`src/rtl/axi_wdata_drain_if.sv`:
```
// AXI4 W-channel bundle between the write-data drain and its slave.
// The master drives the beat; the slave answers with m_wready.
interface axi_wdata_drain_if #(
  parameter int DATA_W = 128
) ();
  localparam int STRB_W = DATA_W / 8;

  logic              m_wvalid;
  logic              m_wready;
  logic [DATA_W-1:0] m_wdata;
  logic [STRB_W-1:0] m_wstrb;
  logic              m_wlast;

  modport master (
    output m_wvalid,
    output m_wdata,
    output m_wstrb,
    output m_wlast,
    input  m_wready
  );

  modport slave (
    input  m_wvalid,
    input  m_wdata,
    input  m_wstrb,
    input  m_wlast,
    output m_wready
  );
endinterface

```
`src/rtl/axi_wdata_drain.sv`:
```
// Pops AWLEN+1 FIFO words and replays them as AXI4 W beats.
// Optional AXI_WDRAIN_STATS_EN adds beat/burst counters.
module axi_wdata_drain #(
  parameter int DATA_W = 128,
  parameter int LEN_W  = 8,
  parameter int STRB_W = DATA_W / 8
) (
  input  logic              clk,
  input  logic              rst,
  input  logic              cmd_valid_i,
  output logic              cmd_ready_o,
  input  logic [LEN_W-1:0]  cmd_len_i,
  output logic              fifo_rd_en_o,
  input  logic              fifo_empty_i,
  input  logic [DATA_W-1:0] fifo_rd_data_i,
  axi_wdata_drain_if.master w,
`ifdef AXI_WDRAIN_STATS_EN
  output logic [31:0]       stat_beats_o,
  output logic [31:0]       stat_bursts_o,
`endif
  output logic              busy_o
);

  typedef enum logic {
    IDLE,
    ACTIVE
  } state_e;

  localparam logic [LEN_W:0] ONE = {{LEN_W{1'b0}}, 1'b1};

  state_e            state_q, state_d;
  logic [LEN_W:0]    fetch_q, fetch_d;
  logic [LEN_W:0]    sent_q, sent_d;
  logic              infl_q;
  logic [1:0]        occ_q, occ_d;
  logic [DATA_W-1:0] buf0_q, buf0_d;
  logic [DATA_W-1:0] buf1_q, buf1_d;

  logic              valid;
  logic              pop;
  logic              push;
  logic              last;
  logic              rd_en;
  logic [2:0]        fill;

  assign valid = (occ_q != 2'd0);
  assign pop   = valid && w.m_wready;
  assign push  = infl_q;
  assign last  = (sent_q == ONE);

  // Slots claimed after this edge; the head beat leaving frees one.
  assign fill = {1'b0, occ_q} + {2'b0, infl_q}
              - {2'b0, pop};

  assign rd_en = (state_q == ACTIVE) &&
                 !fifo_empty_i &&
                 (fetch_q != '0) &&
                 (fill < 3'd2);

  assign fifo_rd_en_o = rd_en;
  assign cmd_ready_o  = (state_q == IDLE);
  assign busy_o       = (state_q == ACTIVE);
  assign w.m_wvalid   = valid;
  assign w.m_wdata    = buf0_q;
  assign w.m_wstrb    = {STRB_W{1'b1}};
  assign w.m_wlast    = valid && last;

  // Burst FSM with fetch and send down-counters.
  always_comb begin
    state_d = state_q;
    fetch_d = fetch_q;
    sent_d  = sent_q;
    unique case (state_q)
      IDLE: begin
        if (cmd_valid_i) begin
          state_d = ACTIVE;
          fetch_d = {1'b0, cmd_len_i} + ONE;
          sent_d  = {1'b0, cmd_len_i} + ONE;
        end
      end
      ACTIVE: begin
        if (rd_en) fetch_d = fetch_q - ONE;
        if (pop) begin
          sent_d = sent_q - ONE;
          if (last) state_d = IDLE;
        end
      end
      default: state_d = IDLE;
    endcase
  end

  // Two-slot buffer; slot 0 is always the presented beat.
  always_comb begin
    buf0_d = buf0_q;
    buf1_d = buf1_q;
    occ_d  = occ_q;
    unique case ({push, pop})
      2'b10: begin
        if (occ_q == 2'd0) buf0_d = fifo_rd_data_i;
        else               buf1_d = fifo_rd_data_i;
        occ_d = occ_q + 2'd1;
      end
      2'b01: begin
        buf0_d = buf1_q;
        occ_d  = occ_q - 2'd1;
      end
      2'b11: begin
        if (occ_q == 2'd1) begin
          buf0_d = fifo_rd_data_i;
        end else begin
          buf0_d = buf1_q;
          buf1_d = fifo_rd_data_i;
        end
      end
      default: ;
    endcase
  end

  // State, counters and buffer; reset drops in-flight data.
  always_ff @(posedge clk) begin
    if (rst) begin
      state_q <= IDLE;
      fetch_q <= '0;
      sent_q  <= '0;
      infl_q  <= 1'b0;
      occ_q   <= 2'd0;
      buf0_q  <= '0;
      buf1_q  <= '0;
    end else begin
      state_q <= state_d;
      fetch_q <= fetch_d;
      sent_q  <= sent_d;
      infl_q  <= rd_en;
      occ_q   <= occ_d;
      buf0_q  <= buf0_d;
      buf1_q  <= buf1_d;
    end
  end

  // A third buffered word would mean the fetch rule is broken.
  always_ff @(posedge clk) begin
    if (!rst) begin
      assert (!(push && !pop && occ_q == 2'd2));
    end
  end

`ifdef AXI_WDRAIN_STATS_EN
  logic [31:0] beats_q, beats_d;
  logic [31:0] bursts_q, bursts_d;

  always_comb begin
    beats_d  = beats_q;
    bursts_d = bursts_q;
    if (pop) beats_d = beats_q + 32'd1;
    if (pop && last) bursts_d = bursts_q + 32'd1;
  end

  // Free-running wrap-around beat and burst counters.
  always_ff @(posedge clk) begin
    if (rst) begin
      beats_q  <= '0;
      bursts_q <= '0;
    end else begin
      beats_q  <= beats_d;
      bursts_q <= bursts_d;
    end
  end

  assign stat_beats_o  = beats_q;
  assign stat_bursts_o = bursts_q;
`endif

endmodule

```
`src/flat_wrapper.sv`:
```
// flat-port wrapper written by rule: the top's interface ports become plain ports
module axi_wdata_drain_flat 
#(
  parameter int DATA_W = 128,
  parameter int LEN_W  = 8,
  parameter int STRB_W = DATA_W / 8
)
  (clk, rst, cmd_valid_i, cmd_ready_o, cmd_len_i, fifo_rd_en_o, fifo_empty_i, fifo_rd_data_i, busy_o, w_m_wvalid, w_m_wdata, w_m_wstrb, w_m_wlast, w_m_wready);
  axi_wdata_drain_if #(.DATA_W(DATA_W)) w_i ();
  input  logic clk;
  input  logic rst;
  input  logic cmd_valid_i;
  output logic cmd_ready_o;
  input  logic [LEN_W-1:0] cmd_len_i;
  output logic fifo_rd_en_o;
  input  logic fifo_empty_i;
  input  logic [DATA_W-1:0] fifo_rd_data_i;
  output logic busy_o;
  output wire logic [$bits(w_i.m_wvalid)-1:0] w_m_wvalid;
  output wire logic [$bits(w_i.m_wdata)-1:0] w_m_wdata;
  output wire logic [$bits(w_i.m_wstrb)-1:0] w_m_wstrb;
  output wire logic [$bits(w_i.m_wlast)-1:0] w_m_wlast;
  input wire logic [$bits(w_i.m_wready)-1:0] w_m_wready;
  assign w_m_wvalid = w_i.m_wvalid;
  assign w_m_wdata = w_i.m_wdata;
  assign w_m_wstrb = w_i.m_wstrb;
  assign w_m_wlast = w_i.m_wlast;
  assign w_i.m_wready = w_m_wready;
  axi_wdata_drain #(.DATA_W(DATA_W), .LEN_W(LEN_W), .STRB_W(STRB_W)) u_core (.clk(clk), .rst(rst), .cmd_valid_i(cmd_valid_i), .cmd_ready_o(cmd_ready_o), .cmd_len_i(cmd_len_i), .fifo_rd_en_o(fifo_rd_en_o), .fifo_empty_i(fifo_empty_i), .fifo_rd_data_i(fifo_rd_data_i), .w(w_i), .busy_o(busy_o));
endmodule
```
`config.mk`:
```
export PLATFORM = sky130hd
export DESIGN_NAME = axi_wdata_drain_flat
export DESIGN_NICKNAME = d
export VERILOG_FILES = /design/src/rtl/axi_wdata_drain_if.sv /design/src/rtl/axi_wdata_drain.sv /design/src/flat_wrapper.sv
export SDC_FILE = /design/constraint.sdc
export NUM_CORES = 1
export LEC_CHECK = 0
export CAP_MARGIN = 20
export CORE_ASPECT_RATIO = 1.2
export CORE_MARGIN = 2
export CORE_UTILIZATION = 49
export CTS_CLUSTER_DIAMETER = 60
export CTS_CLUSTER_SIZE = 25
export DETAILED_ROUTE_END_ITERATION = 16
export PLACE_DENSITY = 0.81
export SKIP_LAST_GASP = 1
export SYNTH_ARGS = -nofsm -noshare
export SYNTH_HDL_FRONTEND = slang
export SYNTH_SLANG_ARGS = --single-unit
```
`constraint.sdc`:
```
create_clock -name clk -period 3.94 [get_ports clk]
set_clock_uncertainty 0.2 [all_clocks]
set_input_delay 0.788 -clock clk [delete_from_list [all_inputs] [get_ports clk]]
set_output_delay 0.788 -clock clk [all_outputs]
set_load 0.02 [all_outputs]
```
Yosys cells after proc, flatten, opt, wreduce, memory -nomap -nowiden

Index checks and enable logic that the tools add are counted.

Reduce and logical (&&, ||, !) cells: 16
Bitwise logic cells: 1
Eq/ne operators: 11
Mux-type cells: 16
$lt $le $gt $ge: 1
Add/sub/neg operators: 7

Operators with widths:

| operator                                             | number |
|---|---|
| two-way mux 128 bit                                  | 4 |
| one-hot mux 128 bit (3 select lines)                 | 1 |
| one-hot mux 128 bit (2 select lines)                 | 1 |
| one-hot mux 9 bit (2 select lines)                   | 2 |
| two-way mux 9 bit                                    | 3 |
| subtractor 9 x 1 -> 9 bit (second input constant)    | 2 |
| inequality test 2 bit (second input constant)        | 5 |
| adder 8 x 1 -> 9 bit (second input constant)         | 1 |
| equality test 9 x 1 -> 1 bit (second input constant) | 1 |
| nonzero test 9 bit                                   | 1 |
| AND reduction 2 bit                                  | 3 |
| nonzero test 2 bit                                   | 3 |
| logical AND 1 bit                                    | 5 |
| equality test 2 x 1 -> 1 bit (second input constant) | 2 |
| equality test 2 bit (second input constant)          | 2 |
| one-hot mux 2 bit (2 select lines)                   | 1 |
| adder 2 x 1 -> 3 bit                                 | 1 |
| < comparator 3 x 2 -> 1 bit (second input constant)  | 1 |
| two-way mux 1 bit                                    | 3 |
| AND reduction 3 bit                                  | 1 |
| nonzero test 3 bit                                   | 1 |
| subtractor 3 x 1 -> 3 bit                            | 1 |
| adder 2 x 1 -> 2 bit (second input constant)         | 1 |
| zero test 2 bit                                      | 1 |
| other kinds (5)                                      | 5 |

Register bits: 278
Input bits: 141
Output and inout port bits: 149
Word-level logic and storage cells: 59

Logic depth before layout (Yosys ltp)

Gate-level depths: netlist (run 1).

Depth after elaboration: 7
Mapped depth: 11
Gate-level depth less buffers: 11

Worst setup path before layout (run 1)

No wires, ideal clock.

Path type: register to output
Start point: register u_core.occ_q[1]
End point: output port fifo_rd_en_o
Path slack: 186 ps
Stages on the path, launching flop included: 10
Data arrival time: 2766 ps
Path buffers: 0
Data required time: 2952 ps
Cell sequence: dfxtp_1 inv_1 ha_1 inv_1 nand2_1 ha_1 nand2b_1 fa_1 xor2_1 nor4_1

Longest elaborated chain between the ends: 5
Elaborated cells between the ends (all ways): 6
Those cells by class: 2 x add/sub; 1 x order compare; 3 x reduce/logical

Ends and longest elaborated chain:

| element                     | line                   | source |
|---|---|---|
| from (decl)                 | axi_wdata_drain.sv:35  | `logic [1:0] occ_q, occ_d;` |
| from (signal assigned)      | axi_wdata_drain.sv:126 | `occ_q <= 2'd0;` |
| from (signal assigned)      | axi_wdata_drain.sv:134 | `occ_q <= occ_d;` |
| nonzero test 2 bit          | axi_wdata_drain.sv:46  | `assign valid = (occ_q != 2'd0);` |
| named net w_m_wvalid        | flat_wrapper.sv:19     | `output wire logic [$bits(w_i.m_wvalid)-1:0] w_m_wvalid;` |
| logical AND 1 bit           | axi_wdata_drain.sv:47  | `assign pop = valid && w.m_wready;` |
| subtractor 3 x 1 -> 3 bit   | axi_wdata_drain.sv:53  | `- {2'b0, pop};` |
| < comparator 3 x 2 -> 1 bit | axi_wdata_drain.sv:58  | `(fill < 3'd2);` |
| logical AND 1 bit           | axi_wdata_drain.sv:57  | `(fetch_q != '0) &&` |
| to (decl)                   | flat_wrapper.sv:15     | `output logic fifo_rd_en_o;` |

The timed path passes the listed nets, and every way through them passes these cells.

Final worst setup path (run 1)

Start point: input port w_m_wready
End point: output port fifo_rd_en_o

Longest elaborated chain between the ends: 4

Ends and longest elaborated chain:

| element                     | line                  | source |
|---|---|---|
| from (decl)                 | flat_wrapper.sv:23    | `input wire logic [$bits(w_i.m_wready)-1:0] w_m_wready;` |
| logical AND 1 bit           | axi_wdata_drain.sv:47 |  |
| subtractor 3 x 1 -> 3 bit   | axi_wdata_drain.sv:53 |  |
| < comparator 3 x 2 -> 1 bit | axi_wdata_drain.sv:58 |  |
| logical AND 1 bit           | axi_wdata_drain.sv:57 |  |

No other way between the ends.

==> results of run 1 <==
## Yosys cell counts, types with 2 or more instances
master    count  area [sq um]
o21ai_1       5         25.02
inv_1        11         41.29
a21o_1        2         15.01
nand2b_1      3         18.77
or3_1         3         18.77
o211ai_1      2         15.01
nor3_1        4         20.02
o21ai_0      17         85.08
a211oi_1    131         983.4
a311oi_1      2         17.52
xor2_1        6         52.55
nor4_1        7         43.79
clkbuf_1     78         292.8
or4_1         3         22.52
a21oi_1     149         745.7
nor2_1      149         559.3
or2_2         2         12.51
buf_4        19         142.6
nand2_1     279          1047
nor3b_1       2         15.01
mux2i_1     129          1291
nand3_1       6         30.03
ha_1          7         87.58
dfxtp_1     278          5565
buf_2        25         125.1
## worst min path at each step
stage	from	endpoint	slack [ns]	cells after the start
5_1_grt	u_core.buf1_q[102]	u_core.buf1_q[102]	0.27	2
3_3_place_gp	u_core.buf1_q[92]	u_core.buf1_q[92]	0.24	2
3_5_place_dp	u_core.buf1_q[41]	u_core.buf1_q[41]	0.25	2
2_1_floorplan	u_core.buf1_q[0]	u_core.buf1_q[0]	0.24	2
6_report	u_core.buf1_q[16]	u_core.buf1_q[16]	0.26	2
4_1_cts	u_core.buf1_q[16]	u_core.buf1_q[16]	0.26	2
## timing repair
item / in CTS / in global routing
pin swaps: 0 / 2
endpoints found under the setup margin: 1 / 1
buffers inserted: 0 / 0
gates resized for setup: 6 / 8
## kinds of logic (layout without fill, tap and decap cells)
kind of cell	count (synthesis)	in the layout	synth area share (%)
and+or+nand+nor	465	465	16.21
adders and majority gates	8	8	0.9360
DFF	278	278	48.41
muxes	129	129	11.23
buffers and inverters	134	344	5.268
AOI/OAI and AO/OA	319	319	17.38
xor gates and xnor gates	7	7	0.5333
other	1	17	0.03262
## stage by stage
step / hold slack (ns) / setup TNS (ns) / setup WS, ns / utilization [%] / instances
detailed placement: 0.2456 / -0.4079 / -0.4079 / 62.67 / 1848
global placement: 0.2405 / -0.3930 / -0.3930 / 62.67 / 1848
global route: 0.2697 / 0 / 0.01794 / 65.73 / 1882
floorplan: 0.2357 / 0 / 0.1865 / - / 1356
finish: 0.2561 / 0 / 0.1571 / 65.73 / 1882
CTS: 0.2579 / 0 / 0.06831 / 65.55 / 1881
## cell type report
class / count / area (sq um) / area share [%]
Inverter: 11 / 41.29 / 0.2716
Tap cell: 315 / 394.1 / 2.593
Antenna cell: 1 / 2.502 / 0.01646
Multi-Input combinational cell: 944 / 5453 / 35.87
Clock buffer: 21 / 483.0 / 3.177
Sequential cell: 278 / 5570 / 36.65
Timing Repair Buffer: 300 / 3074 / 20.23
Clock inverter: 12 / 181.4 / 1.194
## report_power, final
group	internal (W)	total, W	switching (W)
logic	0.00204	0.00447	0.00243
registers	0.00342	0.00378	0.000356
clock network	0.00102	0.00212	0.00109
## worst register-to-register path, cell delays in order (launching register included)
cell and delay (ns):
dfxtp_2 0.39, inv_1 0.06, ha_1 0.20, inv_1 0.07
nand2_1 0.10, ha_4 0.23, nand2b_4 0.14, fa_1 0.45
xor2_1 0.20, buf_4 0.16, o41a_2 0.53, a21oi_1 0.20
o32ai_2 0.10
## state kept, by name, indices dropped and copies added (netlist names)
register,cells
u_core.sent_q,9
u_core.busy_o,1
u_core.infl_q,1
u_core.w.m_wdata,128
u_core.fetch_q,9
u_core.occ_q,2
u_core.buf1_q,128
## per-layer routing
metal | GRT usage [%] | up-vias | share of wire (%)
li1 | - | 5026 | -
met1 | 27.44 | 4742 | 40
met2 | 40.48 | 290 | 51
met3 | 3.369 | 68 | 5.0
met4 | 10.19 | 0 | 3.7
met5 | 0 | - | 0
==> results.md, run 1 <==
| Stage | Item | This run |
| --- | --- | --- |
| run status | Result of the run | complete, no violations |
| logic synthesis | Cell area after synthesis | 11,500 sq um |
| worst setup path | Register-to-register setup slack | 0.77 ns |
| timing | Fmax | 0.2643 GHz |
| cts | Clock tree from TritonCTS | built |
| worst setup path | Crit path max-delay cell type | fa_1 |
| worst setup path | Highest net fanout along the worst path | 2 |
| timing | Hold violation total from the final report | 0 |
| finish | Filler cell count | 1,869 |
| grt | Number of antenna violations at the first check in global routing | 1 |
| power and ir drop | IR Drop Worst-Case VDD | 0.0005524 V |
| worst setup path | Worst reg2reg path endpoint | u_core.fetch_q[7] |
| place | Final weighted congestion in routability-driven placement | 0.8481 |
| route | Final routed wirelength across all metal layers | 29,610 um |
| grt | Pin count of the biggest net entering global routing | 143 |
| cts | Worst skew pair latency | 0.51 ns |
| floorplan | Number of cell rows | 61 |
| route | Remaining antenna violation count | 0 |
| timing | Relative slew margins | 55.54% |
| grt | Via count of the first global-routing pass | 9,446 |
| timing | Fin. max-slew vios | 0 |
| logic synthesis | Gate Count Post-Synth | 1,341 |
| logic synthesis | Syn. warnings | 0 |
| finish | Post-layout net count | 1,703 |
| worst setup path | Gate family responsible for the most delay along the worst path | adder cells |
| route | Routed wirelength normalized by instance count | 15.73 um |
| route | Drt first pass iters | 5 |
| hold path | Hold WC Path Type | flip-flop to flip-flop |
| logic synthesis | Avg Synthesized Cell Area | 8.573 sq um |
| route | Vias post-DR | 10,126 |
| finish | Commonest cells after routing, fill and taps aside | nand2_1 (277), dfxtp_1 (276), clkdlybuf4s50_1 (271), nor2_1 (149), a21oi_1 (148) |
| worst setup path | WP buf/inv | 2 |
| floorplan | Area inside the core boundary | 23,130 sq um |
| worst setup path | Reg2reg path depth | 12 |
| floorplan | I/O pin count | 290 |
| cts | Count of clock tree sinks | 278 |
| worst setup path | Critical Path Source Type | input port |
| route | Number of design rule violations left after detail routing | 0 |
| place | Post-placement cell area | 14,490 sq um |
| floorplan | Horizontal die dimension | 143.8 um |
| power and ir drop | Total power of the final layout | 0.01036 W |
| route | Violation count after the first detailed-route iteration | 445 |
| timing | Shortest clock period the worst path allows after layout | 3.783 ns |
| cts | TritonCTS Buffers | 19 |
| cts | H-tree depth | 1 |
| logic synthesis | FFs w/ async S/R, synth | 0% |
| timing | Number of setup violations in the final report | 0 |
| logic synthesis | Number of synthesized flops with an enable pin | 0 |
| finish | Syn-to-layout area delta | 32.22% |
| worst setup path | Data arrival at the endpoint of the critical path | 2.79 ns |
| worst setup path | CP startpoint | w_m_wready |
| worst setup path | Worst setup path endpoint | fifo_rd_en_o |
| grt | First-pass GRT wire length | 46,510 um |
| floorplan | Area of the die | 24,710 sq um |
| worst setup path | List of cells traversed by the critical path | clkdlybuf4s50_1 > nand2_1 > ha_4 > nand2b_4 > fa_1 > nand2_2 > nor4_4 > buf_4 |
| finish | Fraction of final layout cells sized beyond drive strength 1 | 5.172% |
| floorplan | Initial core utilization | 49.71% |
| logic synthesis | Count of distinct cell types in the synthesized netlist | 47 |
| finish | Layout Cell Area excl Fill | 15,200 sq um |
| route | Mean number of vias per cell | 5.380 |
| worst setup path | RR Startpoint | u_core.occ_q[0] |
| cts | Clock slew seen by the registers of the worst setup and hold paths | 0.08 ns |
| worst setup path | Depth of the critical timing path with buffers and inverters included | 8 |
| worst setup path | Critical setup path kind | input port to output pin |
| timing | Worst-Margin Slew | 0.6669 ns |
| logic synthesis | Dominant register cell in the synthesized netlist | dfxtp_1 |
| run | # Max-Cap Violations | 0 |
| timing | Ratio of final minimum period to clock period | 96.01% |
| cts | Clock root buffer master | clkbuf_16 |
| worst setup path | Crit-path max cell delay | 0.55 ns |
| place | Detailed-placement wirelength estimate | 19,580 um |
| floorplan | Die Height | 171.8 um |
| cts | Count of hold-fix buffers inserted at cts | 0 |
| place | Number of I/O port buffers | 273 |
| grt | Gr usage total | 22.90% |
| worst setup path | Nature of the critical path endpoint | output pin |
| finish | Commonest non-fill, non-tap cell in the layout | nand2_1 |
| logic synthesis | FF+latch count, synth | 278 |
| power and ir drop | Leakage Power | 5.906 nW |
| logic synthesis | Seq/Total Area, Yosys | 48.41% |
| worst setup path | Critical path required time | 2.95 ns |
| cts | Maximum buffer depth of the clock tree | 3 |
| timing | RSZ-0062 raised after global routing | no |
| grt | Overall overflow remaining after global route | 0 |
| power and ir drop | Pwr dens | 681.7 nW/um^2 |
(Power assumes the default switching activity.)
==> run 2: changes to the inputs <==
- CORE_UTILIZATION: 49 -> 53
- PLACE_DENSITY: 0.81 -> 0.86
- clock period: 3.94 -> 4.6 ns (I/O delays scaled with it)
==> run 2 against run 1 <==
  * Combinational power is 17% lower
  * Worst setup slack better by 0.13 ns
  * Non-clock buffer count is 10 lower
  * Sequential share of layout area is 0.85 points higher
  * Critical path depth is 2 higher
  * Design area is 2.4% lower
  * Clock-buffer cell count is 2 lower
  * Total power is 18% lower
  * First-iteration DRC count is 22% higher
  * Global-route usage is 0.87 points higher
  * Utilization is 3.4 points higher
  * Largest cell class unchanged
  * Highest routed layer unchanged
  * Routed wire length is 1.8% lower
==> results.md, run 2 (synthesis gave the netlist of run 1 again) <==
| Stage | Item | This run | vs previous |
| --- | --- | --- | --- |
| timing | Ratio of final minimum period to clock period | 93.67% |  |
| cts | TritonCTS Buffers | 16 | was 19 |
| finish | Post-layout net count | 1,690 | was 1,703 |
| route | Final routed wirelength across all metal layers | 29,070 um | was 29,610 um |
| worst setup path | Worst reg2reg path endpoint | u_core.fetch_q[0] | was u_core.fetch_q[7] |
| timing | Worst hold margin | 0.2554 ns | was 0.2561 ns |
| place | Number of I/O port buffers | 273 | unchanged |
| timing | Worst-Margin Slew | 0.8279 ns | was 0.6669 ns |
| power and ir drop | Pwr dens | 575.6 nW/um^2 | was 681.7 nW/um^2 |
| worst setup path | Crit path max-delay cell type | dfxtp_1 | was fa_1 |
| worst setup path | WP buf/inv | 3 | was 2 |
| route | Drt first pass iters | 5 | unchanged |
| cts | Count of clock tree sinks | 278 | unchanged |
| worst setup path | Data arrival at the endpoint of the critical path | 3.19 ns | was 2.79 ns |
| timing | Total negative slack | 0 ns | unchanged |
| timing | Relative slew margins | 44.20% | was 55.54% |
| worst setup path | Critical path required time | 3.48 ns | was 2.95 ns |
| worst setup path | Register-to-register setup slack | 0.96 ns | was 0.77 ns |
| worst setup path | Highest net fanout along the worst path | 7 | was 2 |
| cts | Clock root buffer master | clkbuf_16 | unchanged |
| run status | Result of the run | complete, no violations | unchanged |
| cts | Maximum buffer depth of the clock tree | 3 | unchanged |
| grt | Via count of the first global-routing pass | 9,327 | was 9,446 |
| floorplan | Initial core utilization | 53.52% | was 49.71% |
| place | Detailed-placement wirelength estimate | 18,930 um | was 19,580 um |
| cts | Clock tree from TritonCTS | built | unchanged |
| timing | Hold violation total from the final report | 0 | unchanged |
| power and ir drop | IR Drop Worst-Case VDD | 0.0005798 V | was 0.0005524 V |
| route | Remaining antenna violation count | 0 | unchanged |
| floorplan | Horizontal die dimension | 138.4 um | was 143.8 um |
| route | Violation count after the first detailed-route iteration | 542 | was 445 |
| floorplan | Area inside the core boundary | 21,480 sq um | was 23,130 sq um |
| timing | Number of setup violations in the final report | 0 | unchanged |
| floorplan | I/O pin count | 290 | unchanged |
| finish | Fraction of final layout cells sized beyond drive strength 1 | 3.744% | was 5.172% |
| run | # Max-Cap Violations | 0 | unchanged |
| timing | RSZ-0062 raised after global routing | no | unchanged |
| worst setup path | Crit-path max cell delay | 0.41 ns | was 0.55 ns |
| grt | Pin count of the biggest net entering global routing | 164 | was 143 |
| timing | Shortest clock period the worst path allows after layout | 4.309 ns |  |
| route | Number of design rule violations left after detail routing | 0 | unchanged |
| timing | Fmax | 0.2321 GHz |  |
| worst setup path | Critical Path Source Type | flip-flop | was input port |
| worst setup path | List of cells traversed by the critical path | inv_1 > ha_1 > inv_1 > nand2_1 > ha_1 > nand2b_1 > fa_1 > xor2_1 > nor4_1 > dlygate4sd2_1 | was clkdlybuf4s50_1 > nand2_1 > ha_4 > nand2b_4 > fa_1 > nand2_2 > nor4_4 > buf_4 |
| route | Vias post-DR | 10,053 | was 10,126 |
| worst setup path | Worst setup path endpoint | fifo_rd_en_o | unchanged |
| floorplan | Die Height | 165.3 um | was 171.8 um |
| grt | Overall overflow remaining after global route | 0 | unchanged |
| worst setup path | RR Startpoint | u_core.occ_q[1] | was u_core.occ_q[0] |
| worst setup path | Depth of the critical timing path with buffers and inverters included | 10 | was 8 |
| cts | Worst skew pair latency | 0.49 ns | was 0.51 ns |
| route | Routed wirelength normalized by instance count | 15.95 um | was 15.73 um |
| hold path | Hold WC Path Type | flip-flop to flip-flop | unchanged |
| cts | Clock slew seen by the registers of the worst setup and hold paths | 0.09 ns | was 0.08 ns |
| floorplan | Area of the die | 22,890 sq um | was 24,710 sq um |
| cts | H-tree depth | 1 | unchanged |
| route | Mean number of vias per cell | 5.515 | was 5.380 |
| finish | Syn-to-layout area delta | 29.10% | was 32.22% |
| finish | Commonest cells after routing, fill and taps aside | nand2_1 (278), dfxtp_1 (278), clkdlybuf4s50_1 (271), nor2_1 (149), a21oi_1 (148) | was nand2_1 (277), dfxtp_1 (276), clkdlybuf4s50_1 (271), nor2_1 (149), a21oi_1 (148) |
| worst setup path | Reg2reg path depth | 12 | unchanged |
| power and ir drop | Leakage Power | 5.778 nW | was 5.906 nW |
| cts | Count of hold-fix buffers inserted at cts | 0 | unchanged |
| worst setup path | Gate family responsible for the most delay along the worst path | adder cells | unchanged |
| grt | Number of antenna violations at the first check in global routing | 0 | was 1 |
| timing | Fin. max-slew vios | 0 | unchanged |
| grt | Gr usage total | 23.77% | was 22.90% |
| finish | ANT cells | 0 | was 1 |
| worst setup path | Critical setup path kind | flip-flop to output pin | was input port to output pin |
| place | Final weighted congestion in routability-driven placement | 0.8376 | was 0.8481 |
| worst setup path | CP startpoint | u_core.occ_q[1] | was w_m_wready |
| worst setup path | Nature of the critical path endpoint | output pin | unchanged |
| grt | First-pass GRT wire length | 45,630 um | was 46,510 um |
| floorplan | Number of cell rows | 59 | was 61 |
==> run 2: changes by cell type in the layout (fill, tap and decap cells not counted), sizes merged <==
cell / before / now
inv: 17 / 13
diode: 1 / 0
clkbuf: 22 / 20
buf: 28 / 17
clkinvlp: 1 / 0
dlygate4sd2: 0 / 1
==> run 2: timing repair <==
item,4_1_cts,5_1_grt
endpoints found under the hold margin,0,0
gates resized for setup,1,0
setup endpoints to repair,1,0
setup buffers,0,0
==> run 2: worst min path at each step <==
stage | end | slack (ns) | depth (start not counted) | from
after floorplan | u_core.buf1_q[0] | 0.24 | 2 | u_core.buf1_q[0]
after global placement | u_core.buf1_q[84] | 0.24 | 2 | u_core.buf1_q[84]
after detailed placement | u_core.buf1_q[70] | 0.25 | 2 | u_core.buf1_q[70]
after CTS | u_core.buf1_q[70] | 0.26 | 2 | u_core.buf1_q[70]
after global routing | u_core.buf1_q[127] | 0.27 | 2 | u_core.buf1_q[127]
final | u_core.buf1_q[1] | 0.26 | 2 | u_core.buf1_q[1]
==> run 2: layout make-up <==
cell class,count,area (sq um)
tap,274,342.8
timing repair buffer,290,2950
sequential,278,5565
fill,1654,6640
clock buffer,19,442.9
multi-input combinational,944,5415
clock inverter,7,83.83
inverter,11,41.29
==> run 2: layer usage <==
metal	share of wire [%]	vias up	global-route usage, %
met5	0	-	0
met4	4.5	0	11.04
met3	5.2	85	3.374
met2	50	311	42.48
met1	40	4672	28.49
li1	-	4985	-
==> run 2: through the flow <==
stage	power [W]	cell area, sq um	worst slack [ns]	util, %	cells
after floorplan	0.005503	11550	0.7078	-	1356
after global placement	0.006924	14320	0.05521	66.64	1797
after detailed placement	0.007011	14320	0.02668	66.64	1797
after CTS	0.008590	14840	0.2561	69.09	1823
after global routing	0.009024	14840	0.04273	69.09	1823
final	0.008543	14840	0.2914	69.09	1823
==> run 2: power breakdown <==
group | leakage (nW) | internal [W] | total (W) | switching (W)
logic | 3.26 | 0.00169 | 0.00373 | 0.00204
clock network | 0.263 | 0.000767 | 0.00158 | 0.000815
registers | 2.26 | 0.00293 | 0.00323 | 0.000304
==> run 2: worst reg2reg max path, stage by stage, from the launching register on <==
cell and delay [ns]:
dfxtp_1 0.41, inv_1 0.11, ha_1 0.30, inv_1 0.12, nand2_1 0.08, ha_1 0.29
nand2b_1 0.18, fa_1 0.39, xor2_1 0.16, buf_4 0.14, o41ai_2 0.73, a21oi_1 0.16
a311oi_1 0.27
==> run 3: changes to the inputs <==
- SKIP_CTS_REPAIR_TIMING: unset -> 1
==> run 3 against run 2 <==
  * Sequential share of layout area about the same
  * Combinational power about the same
  * Routed wire length decreased by 0.15%
  * Utilization about the same
  * Register-to-register slack about the same
  * Critical endpoint unchanged
  * Critical path depth unchanged
==> results.md, run 3 (synthesis gave the netlist of run 1 again) <==
| Stage | Item | This run | vs previous |
| --- | --- | --- | --- |
| run status | Result of the run | complete, no violations | unchanged |
| cts | Maximum buffer depth of the clock tree | 3 | unchanged |
| worst setup path | Worst reg2reg path endpoint | u_core.fetch_q[0] | unchanged |
| route | Routed wirelength normalized by instance count | 15.92 um | was 15.95 um |
| finish | Core utilization of the finished layout | 69.14% | was 69.09% |
| finish | Filler cell count | 1,649 | was 1,654 |
| power and ir drop | IR Drop Worst-Case VDD | 0.0005818 V | was 0.0005798 V |
| timing | Shortest clock period the worst path allows after layout | 4.181 ns | was 4.309 ns |
| route | Number of design rule violations left after detail routing | 0 | unchanged |
| finish | ANT cells | 0 | unchanged |
| timing | Worst hold margin | 0.2558 ns | was 0.2554 ns |
| floorplan | Area of the die | 22,890 sq um | unchanged |
| floorplan | I/O pin count | 290 | unchanged |
| run | # Max-Cap Violations | 0 | unchanged |
| finish | Commonest cells after routing, fill and taps aside | nand2_1 (278), dfxtp_1 (278), clkdlybuf4s50_1 (271), nor2_1 (149), a21oi_1 (148) | unchanged |
| worst setup path | Data arrival at the endpoint of the critical path | 3.06 ns | was 3.19 ns |
| worst setup path | Critical path required time | 3.48 ns | about the same |
| worst setup path | Nature of the critical path endpoint | output pin | unchanged |
| timing | Hold violation total from the final report | 0 | unchanged |
| finish | Post-layout net count | 1,690 | unchanged |
| worst setup path | Highest net fanout along the worst path | 7 | unchanged |
| place | Worst slack at placement | 0.02668 ns | unchanged |
| timing | Ratio of final minimum period to clock period | 90.89% | was 93.67% |
| route | Mean number of vias per cell | 5.528 | was 5.515 |
| floorplan | Horizontal die dimension | 138.4 um | unchanged |
| worst setup path | Reg2reg path depth | 12 | unchanged |
| place | DP Cell Count | 1,797 | unchanged |
| floorplan | Area inside the core boundary | 21,480 sq um | unchanged |
| cts | Clock tree from TritonCTS | built | unchanged |
| finish | Fraction of final layout cells sized beyond drive strength 1 | 3.809% | was 3.744% |
| grt | Overall overflow remaining after global route | 0 | unchanged |
| hold path | Worst hold start | u_core.buf1_q[1] | unchanged |
| timing | Relative slew margins | 46.12% | was 44.20% |
| worst setup path | Critical setup path kind | flip-flop to output pin | unchanged |
| route | Vias post-DR | 10,077 | was 10,053 |
| floorplan | Initial core utilization | 53.52% | unchanged |
| worst setup path | RR Startpoint | u_core.occ_q[1] | unchanged |
| hold path | Worst hold path stage count | 2 | unchanged |
| grt | First-pass GRT wire length | 45,630 um | unchanged |
| timing | RSZ-0062 raised after global routing | no | unchanged |
| floorplan | Number of cell rows | 59 | unchanged |
| cts | H-tree depth | 1 | unchanged |
| floorplan | Die Height | 165.3 um | unchanged |
| power and ir drop | Pwr dens | 575.6 nW/um^2 | about the same |
| power and ir drop | Leakage Power | 5.792 nW | was 5.778 nW |
| hold path | Worst Hold Endpoint | u_core.buf1_q[1] | unchanged |
| place | Detailed-placement wirelength estimate | 18,930 um | unchanged |
| route | Drt first pass iters | 7 | was 5 |
| worst setup path | Critical Path Source Type | flip-flop | unchanged |
| cts | Clock root buffer master | clkbuf_16 | unchanged |
| finish | Area of the multi-input gates | 5421 sq um | was 5415 sq um |
| route | Final routed wirelength across all metal layers | 29,030 um | was 29,070 um |
| cts | Clock slew seen by the registers of the worst setup and hold paths | 0.09 ns | about the same |
| route | Violation count after the first detailed-route iteration | 516 | was 542 |
| grt | Gr usage total | 23.77% | unchanged |
| place | Final weighted congestion in routability-driven placement | 0.8376 | unchanged |
| grt | Number of antenna violations at the first check in global routing | 0 | unchanged |
| timing | Number of setup violations in the final report | 0 | unchanged |
| worst setup path | Register-to-register setup slack | 0.96 ns | about the same |
| cts | Count of clock tree sinks | 278 | unchanged |
| cts | TritonCTS Buffers | 16 | unchanged |
| finish | Area occupied by registers | 5565 sq um | unchanged |
| timing | Fmax | 0.2392 GHz | was 0.2321 GHz |
| timing | Fin. max-slew vios | 0 | unchanged |
| grt | Pin count of the biggest net entering global routing | 164 | unchanged |
| timing | Crit path setup slack, layout | 0.4192 ns | was 0.2914 ns |
| power and ir drop | Total power of the final layout | 0.008548 W | was 0.008543 W |
| finish | Syn-to-layout area delta | 29.19% | was 29.10% |
| route | Remaining antenna violation count | 0 | unchanged |
| finish | Post-Layout Cell Count | 1,823 | unchanged |
| hold path | Hold WC Path Type | flip-flop to flip-flop | unchanged |
| timing | Worst-Margin Slew | 0.7994 ns | was 0.8279 ns |
| cts | Worst skew pair latency | 0.49 ns | about the same |
| grt | Via count of the first global-routing pass | 9,327 | unchanged |
| place | Number of I/O port buffers | 273 | unchanged |
-- run 3: changes by cell type in the layout (fill, tap and decap cells not counted), sizes merged --
cell	before	now
dlygate4sd2	1	0
dlymetal6s2s	0	1
-- run 3: worst max-delay path by stage --
stage	start	depth (start not counted)	slack, ns	endpoint
2_1_floorplan	w_m_wready	6	0.71	fifo_rd_en_o
3_3_place_gp	w_m_wready	8	0.06	fifo_rd_en_o
3_5_place_dp	w_m_wready	8	0.03	fifo_rd_en_o
4_1_cts	u_core.occ_q[1]	10	-0.05	fifo_rd_en_o
5_1_grt	u_core.occ_q[1]	10	0.21	fifo_rd_en_o
6_report	u_core.occ_q[1]	10	0.42	fifo_rd_en_o
-- run 3: final cells by class --
| cell class | count | area share (%) |
|---|---|---|
| flip-flops and latches | 278 | 37.47 |
| well taps | 274 | 2.308 |
| multi-input cells | 944 | 36.50 |
| repair buffers | 290 | 19.89 |
| clock buffers | 19 | 2.982 |
| inverters | 11 | 0.2780 |
| clock inverters | 7 | 0.5644 |
-- run 3: power breakdown --
| part | internal (W) | total (W) | switching [W] |
|---|---|---|---|
| clock | 0.000767 | 0.00158 | 0.000817 |
| sequential | 0.00293 | 0.00323 | 0.000303 |
| combinational | 0.00169 | 0.00374 | 0.00205 |
| total | 0.00538 | 0.00855 | 0.00317 |
-- run 3: per-stage QoR --
step | TNS (ns) | instance area [sq um]
floorplan | 0 | 11550
global placement | 0 | 14320
detailed placement | 0 | 14320
CTS | -0.05234 | 14840
global route | 0 | 14850
finish | 0 | 14850
-- run 3: per-layer routing --
metal | vias to the layer above | GRT usage [%] | routed length, um
li1 | 4993 | - | -
met2 | 301 | 42.48 | 14640
met4 | 0 | 11.04 | 1301
met1 | 4700 | 28.49 | 11570
met5 | - | 0 | 0
met3 | 83 | 3.374 | 1520
-- run 3: critical path: stages (launching register included) --
cell            delay, ns
dfxtp_1              0.41
inv_1                0.11
ha_1                 0.30
inv_1                0.12
nand2_1              0.08
ha_1                 0.29
nand2b_1             0.18
fa_1                 0.39
xor2_1               0.17
nor4_2               0.26
dlymetal6s2s_1       0.27
